<file path="src/rtl/bayes_seq_ctrl.sv">
// AXI4-Lite master that pushes one image into the Bayes accelerator, starts it,
// polls STATUS until DONE and returns the predicted class on a valid/ready port.
module bayes_seq_ctrl #(
    parameter int                          C_AXI_DATA_WIDTH = 32,
    parameter int                          C_AXI_ADDR_WIDTH = 6,
    parameter logic [C_AXI_ADDR_WIDTH-1:0] REG_CTRL         = 'h00,
    parameter logic [C_AXI_ADDR_WIDTH-1:0] REG_STAT         = 'h04,
    parameter logic [C_AXI_ADDR_WIDTH-1:0] REG_DATA         = 'h08,
    parameter logic [C_AXI_ADDR_WIDTH-1:0] REG_RES          = 'h0C,
    parameter int                          POLL_GAP         = 4,
    parameter int                          POLL_MAX         = 1024
) (
    input  logic                            S_AXI_ACLK,
    input  logic                            S_AXI_ARESETN,

    input  logic                            pix_valid,
    output logic                            pix_ready,
    input  logic [C_AXI_DATA_WIDTH-1:0]     pix_data,
    input  logic                            pix_last,

    output logic                            res_valid,
    input  logic                            res_ready,
    output logic [3:0]                      res_class,
    output logic                            res_err,
    output logic                            busy,

    output logic [C_AXI_ADDR_WIDTH-1:0]     M_AXI_AWADDR,
    output logic [2:0]                      M_AXI_AWPROT,
    output logic                            M_AXI_AWVALID,
    input  logic                            M_AXI_AWREADY,
    output logic [C_AXI_DATA_WIDTH-1:0]     M_AXI_WDATA,
    output logic [C_AXI_DATA_WIDTH/8-1:0]   M_AXI_WSTRB,
    output logic                            M_AXI_WVALID,
    input  logic                            M_AXI_WREADY,
    input  logic [1:0]                      M_AXI_BRESP,
    input  logic                            M_AXI_BVALID,
    output logic                            M_AXI_BREADY,
    output logic [C_AXI_ADDR_WIDTH-1:0]     M_AXI_ARADDR,
    output logic [2:0]                      M_AXI_ARPROT,
    output logic                            M_AXI_ARVALID,
    input  logic                            M_AXI_ARREADY,
    input  logic [C_AXI_DATA_WIDTH-1:0]     M_AXI_RDATA,
    input  logic [1:0]                      M_AXI_RRESP,
    input  logic                            M_AXI_RVALID,
    output logic                            M_AXI_RREADY
);

    localparam int         PW   = $clog2(POLL_MAX + 1);
    localparam int         GW   = (POLL_GAP > 1) ? $clog2(POLL_GAP) : 1;
    localparam logic [1:0] OKAY = 2'b00;

    typedef enum logic [2:0] {FETCH, WR, WB, RD, RW, GAP, DRAIN, OUT} state_t;

    state_t        state;
    logic          err;
    logic          last_word;
    logic          ctrl_phase;
    logic          res_phase;
    logic [PW-1:0] poll_cnt;
    logic [GW-1:0] gap_cnt;
    logic          unused_rdata;

    assign M_AXI_AWPROT = 3'b000;
    assign M_AXI_ARPROT = 3'b000;
    assign M_AXI_WSTRB  = '1;
    assign pix_ready    = (state == FETCH) || (state == DRAIN);
    assign busy         = (state != FETCH);
    assign unused_rdata = ^M_AXI_RDATA[C_AXI_DATA_WIDTH-1:4];

    always_ff @(posedge S_AXI_ACLK or negedge S_AXI_ARESETN) begin
        if (!S_AXI_ARESETN) begin
            state         <= FETCH;
            M_AXI_AWADDR  <= '0;
            M_AXI_AWVALID <= 1'b0;
            M_AXI_WDATA   <= '0;
            M_AXI_WVALID  <= 1'b0;
            M_AXI_BREADY  <= 1'b0;
            M_AXI_ARADDR  <= '0;
            M_AXI_ARVALID <= 1'b0;
            M_AXI_RREADY  <= 1'b0;
            res_valid     <= 1'b0;
            res_class     <= '0;
            res_err       <= 1'b0;
            err           <= 1'b0;
            last_word     <= 1'b0;
            ctrl_phase    <= 1'b0;
            res_phase     <= 1'b0;
            poll_cnt      <= '0;
            gap_cnt       <= '0;
        end else begin
            case (state)
                FETCH: begin
                    if (pix_valid) begin
                        last_word     <= pix_last;
                        ctrl_phase    <= 1'b0;
                        M_AXI_AWADDR  <= REG_DATA;
                        M_AXI_WDATA   <= pix_data;
                        M_AXI_AWVALID <= 1'b1;
                        M_AXI_WVALID  <= 1'b1;
                        state         <= WR;
                    end
                end

                // Address and data channels retire independently, in any order.
                WR: begin
                    if (M_AXI_AWREADY) M_AXI_AWVALID <= 1'b0;
                    if (M_AXI_WREADY)  M_AXI_WVALID  <= 1'b0;
                    if ((!M_AXI_AWVALID || M_AXI_AWREADY) && (!M_AXI_WVALID || M_AXI_WREADY)) begin
                        M_AXI_BREADY <= 1'b1;
                        state        <= WB;
                    end
                end

                WB: begin
                    if (M_AXI_BVALID) begin
                        M_AXI_BREADY <= 1'b0;
                        if (M_AXI_BRESP != OKAY) begin
                            err <= 1'b1;
                            if (last_word) begin
                                res_valid <= 1'b1;
                                res_err   <= 1'b1;
                                res_class <= '0;
                                state     <= OUT;
                            end else begin
                                state <= DRAIN;
                            end
                        end else if (ctrl_phase) begin
                            M_AXI_ARADDR  <= REG_STAT;
                            M_AXI_ARVALID <= 1'b1;
                            res_phase     <= 1'b0;
                            state         <= RD;
                        end else if (last_word) begin
                            M_AXI_AWADDR  <= REG_CTRL;
                            M_AXI_WDATA   <= C_AXI_DATA_WIDTH'(1);
                            M_AXI_AWVALID <= 1'b1;
                            M_AXI_WVALID  <= 1'b1;
                            ctrl_phase    <= 1'b1;
                            state         <= WR;
                        end else begin
                            state <= FETCH;
                        end
                    end
                end

                RD: begin
                    if (M_AXI_ARREADY) begin
                        M_AXI_ARVALID <= 1'b0;
                        M_AXI_RREADY  <= 1'b1;
                        state         <= RW;
                    end
                end

                // res_phase tells a RESULT read apart from a STATUS poll.
                RW: begin
                    if (M_AXI_RVALID) begin
                        M_AXI_RREADY <= 1'b0;
                        if (M_AXI_RRESP != OKAY) begin
                            err       <= 1'b1;
                            res_valid <= 1'b1;
                            res_err   <= 1'b1;
                            res_class <= '0;
                            state     <= OUT;
                        end else if (res_phase) begin
                            res_valid <= 1'b1;
                            res_err   <= err;
                            res_class <= M_AXI_RDATA[3:0];
                            state     <= OUT;
                        end else if (M_AXI_RDATA[0]) begin
                            M_AXI_ARADDR  <= REG_RES;
                            M_AXI_ARVALID <= 1'b1;
                            res_phase     <= 1'b1;
                            state         <= RD;
                        end else if (poll_cnt == PW'(POLL_MAX - 1)) begin
                            poll_cnt  <= poll_cnt + 1'b1;
                            err       <= 1'b1;
                            res_valid <= 1'b1;
                            res_err   <= 1'b1;
                            res_class <= '0;
                            state     <= OUT;
                        end else begin
                            poll_cnt <= poll_cnt + 1'b1;
                            gap_cnt  <= '0;
                            state    <= GAP;
                        end
                    end
                end

                GAP: begin
                    if (gap_cnt == GW'(POLL_GAP - 1)) begin
                        M_AXI_ARADDR  <= REG_STAT;
                        M_AXI_ARVALID <= 1'b1;
                        state         <= RD;
                    end else begin
                        gap_cnt <= gap_cnt + 1'b1;
                    end
                end

                DRAIN: begin
                    if (pix_valid && pix_last) begin
                        res_valid <= 1'b1;
                        res_err   <= err;
                        res_class <= '0;
                        state     <= OUT;
                    end
                end

                OUT: begin
                    if (res_ready) begin
                        res_valid <= 1'b0;
                        res_err   <= 1'b0;
                        err       <= 1'b0;
                        poll_cnt  <= '0;
                        state     <= FETCH;
                    end
                end

                default: state <= FETCH;
            endcase
        end
    end

endmodule
</file>
<file path="config.mk">
export PLATFORM = sky130hd
export DESIGN_NAME = bayes_seq_ctrl
export DESIGN_NICKNAME = d
export VERILOG_FILES = /design/src/rtl/bayes_seq_ctrl.sv
export SDC_FILE = /design/constraint.sdc
export NUM_CORES = 1
export LEC_CHECK = 0
export ABC_CLOCK_PERIOD_IN_PS = 2600
export BUFFER_PORTS_ARGS = -buffer_cell sky130_fd_sc_hd__buf_2
export CAP_MARGIN = 25
export CORE_AREA = 2 2 121 64
export CTS_CLUSTER_SIZE = 20
export DETAILED_ROUTE_END_ITERATION = 8
export DIE_AREA = 0 0 123 66
export PLACE_DENSITY = 0.8
export SETUP_SLACK_MARGIN = 0.3
export SYNTH_ARGS = -nofsm -noshare
export SYNTH_HDL_FRONTEND = slang
export SYNTH_SLANG_ARGS = --single-unit
</file>
<file path="constraint.sdc">
create_clock -name S_AXI_ACLK -period 2.6 [get_ports S_AXI_ACLK]
set_clock_uncertainty 0.2 [all_clocks]
set_input_delay 0.26 -clock S_AXI_ACLK [delete_from_list [all_inputs] [get_ports S_AXI_ACLK]]
set_output_delay 0.26 -clock S_AXI_ACLK [all_outputs]
set_load 0.03 [all_outputs]
</file>
* Yosys cells after proc, flatten, opt, wreduce, memory -nomap -nowiden
Index checks and enable logic that the tools add are counted.
** Operators by class
- Add/sub/neg operators :: 2
- Multiply operators :: 0
- Divide/modulo/power cells :: 0
- Order comparisons :: 0
- Eq/ne operators :: 35
- Shift-type cells :: 0
- Muxes and demuxes :: 121
- Bitwise gates (word level) :: 0
- Reduce and logical (&&, ||, !) cells :: 39
** Operators by type and width (count)
- $mux 32 :: 5
- $mux 6 :: 13
- $pmux 32 s2 :: 1
- $mux 11 :: 5
- $mux 1 :: 52
- $ne 2x2->1 const B :: 20
- $mux 3 :: 12
- $mux 4 :: 9
- $pmux 3 s8 :: 1
- $reduce_and 8->1 :: 3
- $pmux 11 s2 :: 1
- $reduce_and 7->1 :: 3
- $pmux 6 s3 :: 1
- $reduce_and 6->1 :: 3
- $reduce_and 9->1 :: 2
- $mux 2 :: 8
- $reduce_bool 2->1 :: 8
- $reduce_bool 3->1 :: 5
- $eq 3x3->1 const B :: 4
- $pmux 1 s4 :: 3
- $pmux 4 s3 :: 1
- $pmux 6 s2 :: 1
- $add 11x1->11 const B :: 1
- $eq 11x10->1 const B :: 1
- 19 further kinds :: 34
** Storage, ports and cells
- Register bits :: 75
- Bits in latches :: 0
- Memory bits (writable) :: 0
- ROM bits :: 0
- Input bits :: 78
- Output and inout port bits :: 67
- Logic and storage cells :: 215
- Memories :: 0

* Longest topological paths before layout
Gate-level depths: netlist (run 1).
- Depth after elaboration :: 7
- Mapped depth :: 8
- Mapped depth without buffers :: 6

* Worst setup path before layout (run 1)
No wires, ideal clock.
- Kind :: register -> output
- Start point :: register state[0]
- End point :: output port pix_ready
- Arrival time :: 1638 ps
- Required time :: 2140 ps
- Slack :: 502 ps
- Stages on the path, launching flop included :: 5
- Buffers on the path :: 3
- Cell sequence :: dfrtp_1 > buf_4 > buf_2 > buf_1 > nor3_1
** Between the ends
- Cells in the longest elaborated chain, start to end :: 2
- Elaborated cells on any way between the ends :: 3
- Those cells by class :: eq/ne (1); reduce/logical (2)
** Ends and longest elaborated chain
- start, declared :: line 54 : state_t state;
- start signal, assigned :: line 72 : state <= FETCH;
- start signal, assigned :: line 100 : state <= WR;
- start signal, assigned :: line 110 : state <= WB;
- $eq 3x3->1 or $logic_not 3->1 (tied branches) :: line 66 : assign pix_ready = (state == FETCH) || (state == DRAIN);
- $logic_or 1x1->1 * :: line 66
- end, declared :: line 17 : output logic pix_ready,
Every way passes the cells marked *; elsewhere a longest branch is shown, timed or not.

* Worst setup path in the final report (run 1)
- Start point :: register state[0]
- End point :: register poll_cnt[3]
** Between the ends
- Cells in the longest elaborated chain, start to end :: 3
- Elaborated cells on any way between the ends :: 10
- Those cells by class :: eq/ne (7); mux (1); reduce/logical (2)
** Ends and longest elaborated chain
- $eq 3x3->1 :: line 91 : case (state)
- $ne 2x2->1 (no source line) or $reduce_bool 2->1 (tied branches)
- $reduce_and 6->1 (no source line)
- end signal, assigned :: line 174 : poll_cnt <= poll_cnt + 1'b1;
- end signal, assigned :: line 181 : poll_cnt <= poll_cnt + 1'b1;
- end, declared :: line 59 : logic [PW-1:0] poll_cnt;
Several ways; a longest one is shown, not always the timed one.
A chain may end at the register's enable or synchronous reset.

==> results_tabular.tex, run 1 <==
\begin{tabular}{lr}
\hline
Metric & Value \\
\hline
\multicolumn{2}{l}{\textbf{Power}} \\
\quad Cell Pwr Density & around 1300 nW/um\^{}2 \\
\quad Total power of the final layout & 5790 uW \\
\quad Lkg Pwr & 0.00219 uW \\
\quad Largest vdd supply drop & around 0.72 mV \\
\multicolumn{2}{l}{\textbf{Critical path}} \\
\quad CP Data Required Time & between 2 and 3 ns \\
\quad Cell-by-cell listing of the critical path & buf\_4, and2\_1, a21oi\_2, nor3\_1, xnor2\_1, nor2\_1 \\
\quad Critical path arrival & between 2 and 2.5 ns \\
\quad Peak per-stage delay on the critical path & 0.50 ns \\
\quad CP Class & reg -> reg \\
\quad Maximum fanout count along the critical path & 13 \\
\quad Crit-path slowest cell & sky130\_fd\_sc\_hd\_\_dfrtp\_2 \\
\quad Startpoint types & flop \\
\quad Kind of end point of the critical path & flop \\
\quad Buffers \& Inverters on Critical Path & 1 \\
\quad Cell class contributing the biggest share of worst-path delay & flip-flops \\
\multicolumn{2}{l}{\textbf{Route}} \\
\quad Total vias in the final route & 3,061 \\
\quad Post-route antenna net violation count & 0 \\
\quad Total wirelength of the detailed-routed design & 9400 microns \\
\quad Number of DRC markers after the initial detailed-route iteration & approximately 180 \\
\quad Post-route DRC & 0 \\
\quad Number of search-and-repair iterations in the first detailed-routing pass & 5 \\
\quad Ratio of routed vias to standard cells & 5.45 \\
\quad Mean routed wirelength per cell & between 15 and 20 microns \\
\multicolumn{2}{l}{\textbf{Synthesis}} \\
\quad Cell area after synthesis & around 3300 sq um \\
\quad Yosys warns & 0 \\
\quad Proportion of synthesized flip-flops having asynchronous set or reset & between 90\% and 100\% \\
\quad Share of the synthesized area in the top cell type & 49.9\% \\
\quad Number of flops mapped to enable cells by yosys & 0 \\
\quad Leading cell types by total area after synthesis & sky130\_fd\_sc\_hd\_\_dfrtp\_1 50\%, sky130\_fd\_sc\_hd\_\_a22o\_1 9.8\%, sky130\_fd\_sc\_hd\_\_buf\_4 4.5\%, sky130\_fd\_sc\_hd\_\_nand2\_1 2.9\%, sky130\_fd\_sc\_hd\_\_nor2\_1 2.9\% \\
\quad Count of mapped cells out of synthesis & about 320 \\
\quad Post-synth top flop & sky130\_fd\_sc\_hd\_\_dfrtp\_1 \\
\quad Post-synthesis cell type with the largest combined area & sky130\_fd\_sc\_hd\_\_dfrtp\_1 \\
\quad Count of cell types in the netlist & 55 \\
\quad Portion of the post-synthesis area used by sequential elements & 49.9\% \\
\quad Average instance area after synthesis & 10.4 sq um \\
\quad Register bit count reported by yosys & 66 \\
\multicolumn{2}{l}{\textbf{Timing}} \\
\quad Final hold vios & 0 \\
\quad Hold Worst Slack & 0.0297 ns \\
\quad Shortest period the worst path allows & $\sim$2.2 ns \\
\quad Number of pins exceeding their max-slew limit in the final report & 0 \\
\quad RSZ-0062 raised after global routing & false \\
\quad Number of endpoints failing setup at the final stage & 0 \\
\quad Pin slew with the least headroom to its limit & slightly above 0.8 ns \\
\quad Fmax & 457 MHz \\
\quad Slew headroom & 44.9\% \\
\quad Total negative setup slack & 0 ns \\
\quad Crit share post-route & roughly 84\% \\
\multicolumn{2}{l}{\textbf{Global routing}} \\
\quad Number of global-route vias before repair & 2,898 \\
\quad Antenna violations before repair & 0 \\
\quad First-pass GRT wire length & 15,000 microns \\
\quad Maximum number of pins on one net before global-route repair & 67 \\
\quad Overall global routing resource usage & 24.7\% \\
\quad Leftover overflow at the end of global routing & 0 \\
\multicolumn{2}{l}{\textbf{Finish}} \\
\quad Register area & 1660 sq um \\
\quad Antenna cells & 0 \\
\quad Area growth from synthesis to layout & 39.6\% \\
\quad Highest-count cells in the layout ignoring fill and taps & 97 x sky130\_fd\_sc\_hd\_\_buf\_2, 63 x sky130\_fd\_sc\_hd\_\_dfrtp\_1, 38 x sky130\_fd\_sc\_hd\_\_dlygate4sd3\_1, 37 x sky130\_fd\_sc\_hd\_\_a22o\_1, 26 x sky130\_fd\_sc\_hd\_\_nand2\_1 \\
\quad Number of nets in the finished design & 541 \\
\quad Filler cell count & 583 \\
\quad Area of all placed cells without fillers & around 4600 sq um \\
\quad Most common cell after layout, fill and taps aside & sky130\_fd\_sc\_hd\_\_buf\_2 \\
\quad Layout cell share with drive strength beyond 1 & around a third \\
\quad Multi-input gate area in the final layout & 1490 sq um \\
\quad Final Core Density & 65.0\% \\
\multicolumn{2}{l}{\textbf{Min path}} \\
\quad Class of the most critical hold timing path & in -> reg \\
\multicolumn{2}{l}{\textbf{Floorplanning}} \\
\quad Area of the die & 8120 sq um \\
\quad Initial cell density of the core & 46.6\% \\
\quad I/O pin total & 145 \\
\quad Number of placement rows & 22 \\
\quad Die Span X & 123 microns \\
\quad Area of the core & 7100 sq um \\
\quad Y dimension of the die & 66 microns \\
\multicolumn{2}{l}{\textbf{Clock tree}} \\
\quad CTS Root Cell & sky130\_fd\_sc\_hd\_\_clkbuf\_16 \\
\quad CTS tree & yes \\
\quad Htree depth & 3 \\
\quad Worst-path clk slew & 0.05 ns \\
\quad Clk sinks & 66 \\
\quad Post-CTS setup buffer count & 0 \\
\quad Number of buffers created by CTS & 9 \\
\quad Latest clock arrival within the worst-skew pair & 0.34 ns \\
\quad Clock tree buffer depth & 2 \\
\multicolumn{2}{l}{\textbf{Place}} \\
\quad Half-perimeter wire length of the detailed placement result & 6230 microns \\
\quad Post-Place Cell Area & 3890 sq um \\
\quad Gpl congestion & roughly 0.95 \\
\quad PortBufs & 97 \\
\multicolumn{2}{l}{\textbf{Status}} \\
\quad Result of the run & finished clean \\
\multicolumn{2}{l}{\textbf{Job}} \\
\quad Max-cap violations & 0 \\
\hline
\end{tabular}
## per-stage QoR
stage               setup WS (ns)  cells
floorplan                   0.502    334
global placement            0.327    508
detailed placement          0.283    508
CTS                         0.336    562
global route                0.313    562
finish                      0.410    562
## kinds of logic (layout without fill, tap and decap cells)
group / Yosys count / in the layout / synth area share, %
XOR/XNOR: 9 / 9 / 2.38
other: 2 / 19 / 0.227
multiplexers: 2 / 2 / 0.643
flip-flops: 66 / 66 / 49.9
buffers and inverters: 41 / 173 / 7.56
AO/OA/AOI/OAI: 83 / 83 / 19.9
AND/OR/NAND/NOR: 112 / 112 / 18.6
adder cells (fa/ha/maj): 2 / 2 / 0.756
## synthesized netlist by cell type (2+ instances only)
cell type,n
sky130_fd_sc_hd__conb_1,2
sky130_fd_sc_hd__nand3_1,9
sky130_fd_sc_hd__nand2b_1,5
sky130_fd_sc_hd__a21oi_1,7
sky130_fd_sc_hd__a21boi_0,3
sky130_fd_sc_hd__nor3_1,14
sky130_fd_sc_hd__a32oi_1,3
sky130_fd_sc_hd__nor2_1,26
sky130_fd_sc_hd__dfrtp_1,66
sky130_fd_sc_hd__nor2b_1,5
sky130_fd_sc_hd__o2bb2ai_1,2
sky130_fd_sc_hd__o21ai_0,12
sky130_fd_sc_hd__nor4_2,3
sky130_fd_sc_hd__a22o_1,37
sky130_fd_sc_hd__nor3b_1,4
sky130_fd_sc_hd__o211ai_1,2
sky130_fd_sc_hd__and2_1,3
sky130_fd_sc_hd__nand2_1,26
sky130_fd_sc_hd__nor4b_1,2
sky130_fd_sc_hd__nor4_1,2
sky130_fd_sc_hd__a21o_1,2
sky130_fd_sc_hd__inv_1,7
sky130_fd_sc_hd__nor2_2,2
sky130_fd_sc_hd__buf_4,20
sky130_fd_sc_hd__nand4_1,2
sky130_fd_sc_hd__o41ai_1,2
sky130_fd_sc_hd__a2bb2oi_1,2
sky130_fd_sc_hd__xnor2_1,9
sky130_fd_sc_hd__buf_2,11
sky130_fd_sc_hd__ha_1,2
## final timing paths
path                                 from        endpoint  depth (start not counted)  slack, ns
setup / recovery                 state[0]     poll_cnt[3]                          6       0.41
hold / removal             M_AXI_RDATA[0]    res_class[0]                          2       0.03
setup reg to reg                 state[0]     poll_cnt[3]                          6       0.41
hold reg to reg                 res_valid       res_valid                          1       0.29
max in group asynchronous   S_AXI_ARESETN        state[0]                          3       1.16
min in group asynchronous   S_AXI_ARESETN  M_AXI_WDATA[7]                          3       0.44
## report_power, final
group,switching (uW),internal [uW]
Sequential,327,1420
Clock,451,862
Combinational,1720,1010
## state kept, by name (all words and copies together) (netlist names)
register,cells
M_AXI_AWVALID,1
M_AXI_WVALID,1
err,1
M_AXI_ARVALID,1
M_AXI_AWADDR,1
M_AXI_WDATA,32
M_AXI_BREADY,1
M_AXI_RREADY,1
M_AXI_ARADDR,2
gap_cnt,2
last_word,1
res_phase,1
state,3
res_err,1
res_valid,1
ctrl_phase,1
poll_cnt,11
res_class,4
## what timing repair did
| item | in CTS | in global routing |
|---|---|---|
| hold endpoints to repair | 103 | 0 |
| gates resized for setup | 2 | 6 |
| endpoints found under the setup margin | 2 | 13 |
| hold buffers | 38 | 0 |
## per-layer routing
metal | part of all wire (%) | track usage (%) | up-vias
li1 | - | - | 1397
met1 | 45 | 34.7 | 1529
met2 | 44 | 35.5 | 122
met3 | 8.8 | 9.83 | 13
met4 | 1.5 | 6.68 | 0
met5 | 0 | 0 | -
## layout make-up
type                            instances  share of cell area, %
Sequential cell                        66                   35.8
Multi-Input combinational cell        227                   32.3
Timing Repair Buffer                  150                   21.7
Clock buffer                           11                   5.25
Tap cell                               96                   2.60
Clock inverter                          5                   1.68
Inverter                                7                  0.569
No activity file was read; power rests on OpenSTA's default activity.
==> run 2: changes to the inputs <==
ABC_CLOCK_PERIOD_IN_PS = 1800   (was 2600)
CORE_AREA = 2 2 128 68   (was 2 2 121 64)
DIE_AREA = 0 0 130 70   (was 0 0 123 66)
PLACE_DENSITY = 0.75   (was 0.8)
clock period = 1.8 ns   (was 2.6 ns; I/O delays follow)
==> results_tabular.tex, run 2 (synthesis results as in run 1) <==
\begin{tabular}{lr}
\hline
Metric & Value \\
\hline
\multicolumn{2}{l}{\textbf{Status}} \\
\quad Result of the run & complete, but fails checks \\
\quad Failing checks & setup timing \\
\multicolumn{2}{l}{\textbf{Critical path}} \\
\quad Critical path arrival & 2.09 ns (-0.09 ns) \\
\quad Crit-path slowest cell & sky130\_fd\_sc\_hd\_\_dfrtp\_2 \\
\quad Buffers \& Inverters on Critical Path & 2 (+1) \\
\quad Maximum fanout count along the critical path & 5 (-8) \\
\quad Cell-by-cell listing of the critical path & buf\_6, nor3b\_4, a22o\_1, a211oi\_4, buf\_6, nand3\_4, a22o\_1 \\
\quad CP Class & reg -> reg \\
\quad Cell class contributing the biggest share of worst-path delay & compound AO/OA/AOI/OAI gates \\
\quad CP Data Required Time & 1.82 ns (-0.77 ns) \\
\quad Kind of end point of the critical path & flop \\
\quad Startpoint types & flop \\
\quad Peak per-stage delay on the critical path & 0.44 ns (-0.06 ns) \\
\multicolumn{2}{l}{\textbf{Finish}} \\
\quad Antenna cells & 0 (unchanged) \\
\quad Number of nets in the finished design & 641 (+18\%) \\
\quad Area of all placed cells without fillers & 6200 sq um (+34\%) \\
\quad Final Core Density & 75.6\% (+11 points) \\
\quad Layout cell share with drive strength beyond 1 & 53.8\% (+22 points) \\
\quad Highest-count cells in the layout ignoring fill and taps & 95 x sky130\_fd\_sc\_hd\_\_buf\_2, 63 x sky130\_fd\_sc\_hd\_\_dfrtp\_1, 62 x sky130\_fd\_sc\_hd\_\_buf\_4, 41 x sky130\_fd\_sc\_hd\_\_dlygate4sd3\_1, 36 x sky130\_fd\_sc\_hd\_\_a22o\_1 \\
\quad Leading registers by flop count & M\_AXI\_WDATA: 32 flops, poll\_cnt: 11 flops, res\_class: 4 flops \\
\quad Most common cell after layout, fill and taps aside & sky130\_fd\_sc\_hd\_\_buf\_2 \\
\quad Area growth from synthesis to layout & 87.3\% \\
\quad Register ranked first by flip-flop count & M\_AXI\_WDATA \\
\quad Max FFs per register & 32 (unchanged) \\
\multicolumn{2}{l}{\textbf{Global routing}} \\
\quad Number of global-route vias before repair & 3,413 (+18\%) \\
\quad Overall global routing resource usage & 24.6\% (-0.18 points) \\
\quad Met1 usage in global routing & 34.9\% (+0.23 points) \\
\quad Leftover overflow at the end of global routing & 0 (unchanged) \\
\quad GR peak layer & met2 \\
\quad First-pass GRT wire length & 17,400 microns (+16\%) \\
\quad Maximum number of pins on one net before global-route repair & 48 (-28\%) \\
\quad Met3 track utilization from global routing & 5.36\% (-4.5 points) \\
\quad Antenna violations before repair & 0 (unchanged) \\
\quad GR Util met2 & 38.9\% (+3.4 points) \\
\multicolumn{2}{l}{\textbf{Timing}} \\
\quad Worst-case setup margin in the final layout & -0.271 ns (-0.681 ns) \\
\quad Crit share post-route & 115\% (+31 points) \\
\quad RSZ-0062 raised after global routing & true \\
\quad Final hold vios & 0 (unchanged) \\
\quad Number of pins exceeding their max-slew limit in the final report & 0 (unchanged) \\
\quad Number of endpoints failing setup at the final stage & 52 (+52) \\
\quad Shortest period the worst path allows & 2.07 ns (-0.119 ns) \\
\quad Fmax & 483 MHz (+5.7\%) \\
\multicolumn{2}{l}{\textbf{Route}} \\
\quad Total vias in the final route & 3,546 (+16\%) \\
\quad Number of DRC markers after the initial detailed-route iteration & 195 (+8.9\%) \\
\quad Total wirelength of the detailed-routed design & 12,300 microns (+31\%) \\
\quad Ratio of routed vias to standard cells & 5.20 (-4.5\%) \\
\quad Post-route DRC & 0 (unchanged) \\
\quad Mean routed wirelength per cell & 18.0 microns (+7.9\%) \\
\quad Number of search-and-repair iterations in the first detailed-routing pass & 5 (unchanged) \\
\quad Post-route antenna net violation count & 0 (unchanged) \\
\multicolumn{2}{l}{\textbf{Min path}} \\
\quad Class of the most critical hold timing path & in -> reg \\
\multicolumn{2}{l}{\textbf{Clock tree}} \\
\quad CTS tree & yes \\
\quad Htree depth & 3 (unchanged) \\
\quad Number of buffers created by CTS & 9 (unchanged) \\
\quad Latest clock arrival within the worst-skew pair & 0.33 ns (about the same) \\
\quad Worst-path clk slew & 0.06 ns (about the same) \\
\quad Clock tree buffer depth & 2 (unchanged) \\
\quad Clk sinks & 66 (unchanged) \\
\quad CTS Root Cell & sky130\_fd\_sc\_hd\_\_clkbuf\_16 \\
\multicolumn{2}{l}{\textbf{Floorplanning}} \\
\quad Number of placement rows & 24 (+9.1\%) \\
\quad Die Span X & 130 microns (+5.7\%) \\
\quad I/O pin total & 145 (unchanged) \\
\quad Initial cell density of the core & 40.4\% (-6.2 points) \\
\quad Area of the core & 8200 sq um (+15\%) \\
\quad Y dimension of the die & 70 microns (+6.1\%) \\
\quad Area of the die & 9100 sq um (+12\%) \\
\multicolumn{2}{l}{\textbf{Power}} \\
\quad Total power of the final layout & 11,500 uW (+98\%) \\
\quad Cell Pwr Density & 1850 nW/um\^{}2 (+48\%) \\
\quad Lkg Pwr & 0.00289 uW (+32\%) \\
\quad Largest vdd supply drop & 1.10 mV (+52\%) \\
\multicolumn{2}{l}{\textbf{Place}} \\
\quad Gpl congestion & 0.946 (-0.81\%) \\
\quad Post-Place Cell Area & 4410 sq um (+13\%) \\
\quad Half-perimeter wire length of the detailed placement result & 6640 microns (+6.6\%) \\
\quad PortBufs & 97 (unchanged) \\
\quad Worst setup timing slack at the placement stage & -0.291 ns (-0.574 ns) \\
\multicolumn{2}{l}{\textbf{Job}} \\
\quad Max-cap violations & 0 (unchanged) \\
\hline
\end{tabular}
## run 2: cell count changes in the layout (fill, tap and decap cells not counted), sizes merged
cell	previous run	this run
buf	112	201
nand2	26	32
dlygate4sd3	38	41
a21oi	8	9
bufinv	2	1
clkinvlp	1	2
## run 2: worst reg2reg max path: cells and delay by family, from the launching register on
kind	cells	cell delay (ns)
compound gates	3	0.77
buf+inv	2	0.31
simple gates	2	0.25
flops	1	0.44
## run 2: where the power goes
part           total (uW)  switching [uW]  internal (uW)  leakage (uW)
combinational        7270            3850           3430       0.00193
sequential           2460             414           2050      0.000815
clock                1740             643           1100      0.000140
total               11500            4900           6570       0.00289
## run 2: per-layer routing
metal	vias to the layer above	wire length, microns
li1	1621	-
met1	1758	5390
met2	152	6010
met3	15	765
met4	0	148
met5	-	0
## run 2: timing repair
action / 4_1_cts / 5_1_grt
pin swaps: 25 / 43
setup endpoints to repair: 67 / 68
endpoints found under the hold margin: 60 / 0
cloned: 5 / 4
hold buffers: 41 / 0
gates resized for setup: 73 / 60
buffers inserted: 22 / 20
## run 2: worst paths after layout
check	startpoint	to	slack (ns)	cells past startpoint
min reg2reg	M_AXI_AWADDR[3]	M_AXI_AWADDR[3]	0.29	1
min	M_AXI_RDATA[0]	res_class[0]	0.03	3
max in group asynchronous	S_AXI_ARESETN	res_class[3]	0.64	3
min in group asynchronous	S_AXI_ARESETN	M_AXI_BREADY	0.15	2
max reg2reg	state[1]	res_class[0]	-0.27	7
max	state[1]	res_class[0]	-0.27	7
## run 2: metrics by stage
step                      cells  hold WS, ns  TNS (ns)
after floorplan             334       -0.316    -0.548
after global placement      575      -0.0435     -5.94
after detailed placement    575      -0.0232     -9.43
after CTS                   658       0.0131     -4.91
after global routing        682       0.0346     -9.69
final                       682       0.0300     -6.39
## run 2: area by class of cell
cell class | count | area [sq um]
Clock buffer | 10 | 239
Clock inverter | 5 | 55.1
Fill cell | 513 | 2000
Inverter | 7 | 28.8
Multi-Input combinational cell | 234 | 2120
Sequential cell | 66 | 1660
Tap cell | 117 | 146
Timing Repair Buffer | 243 | 1950
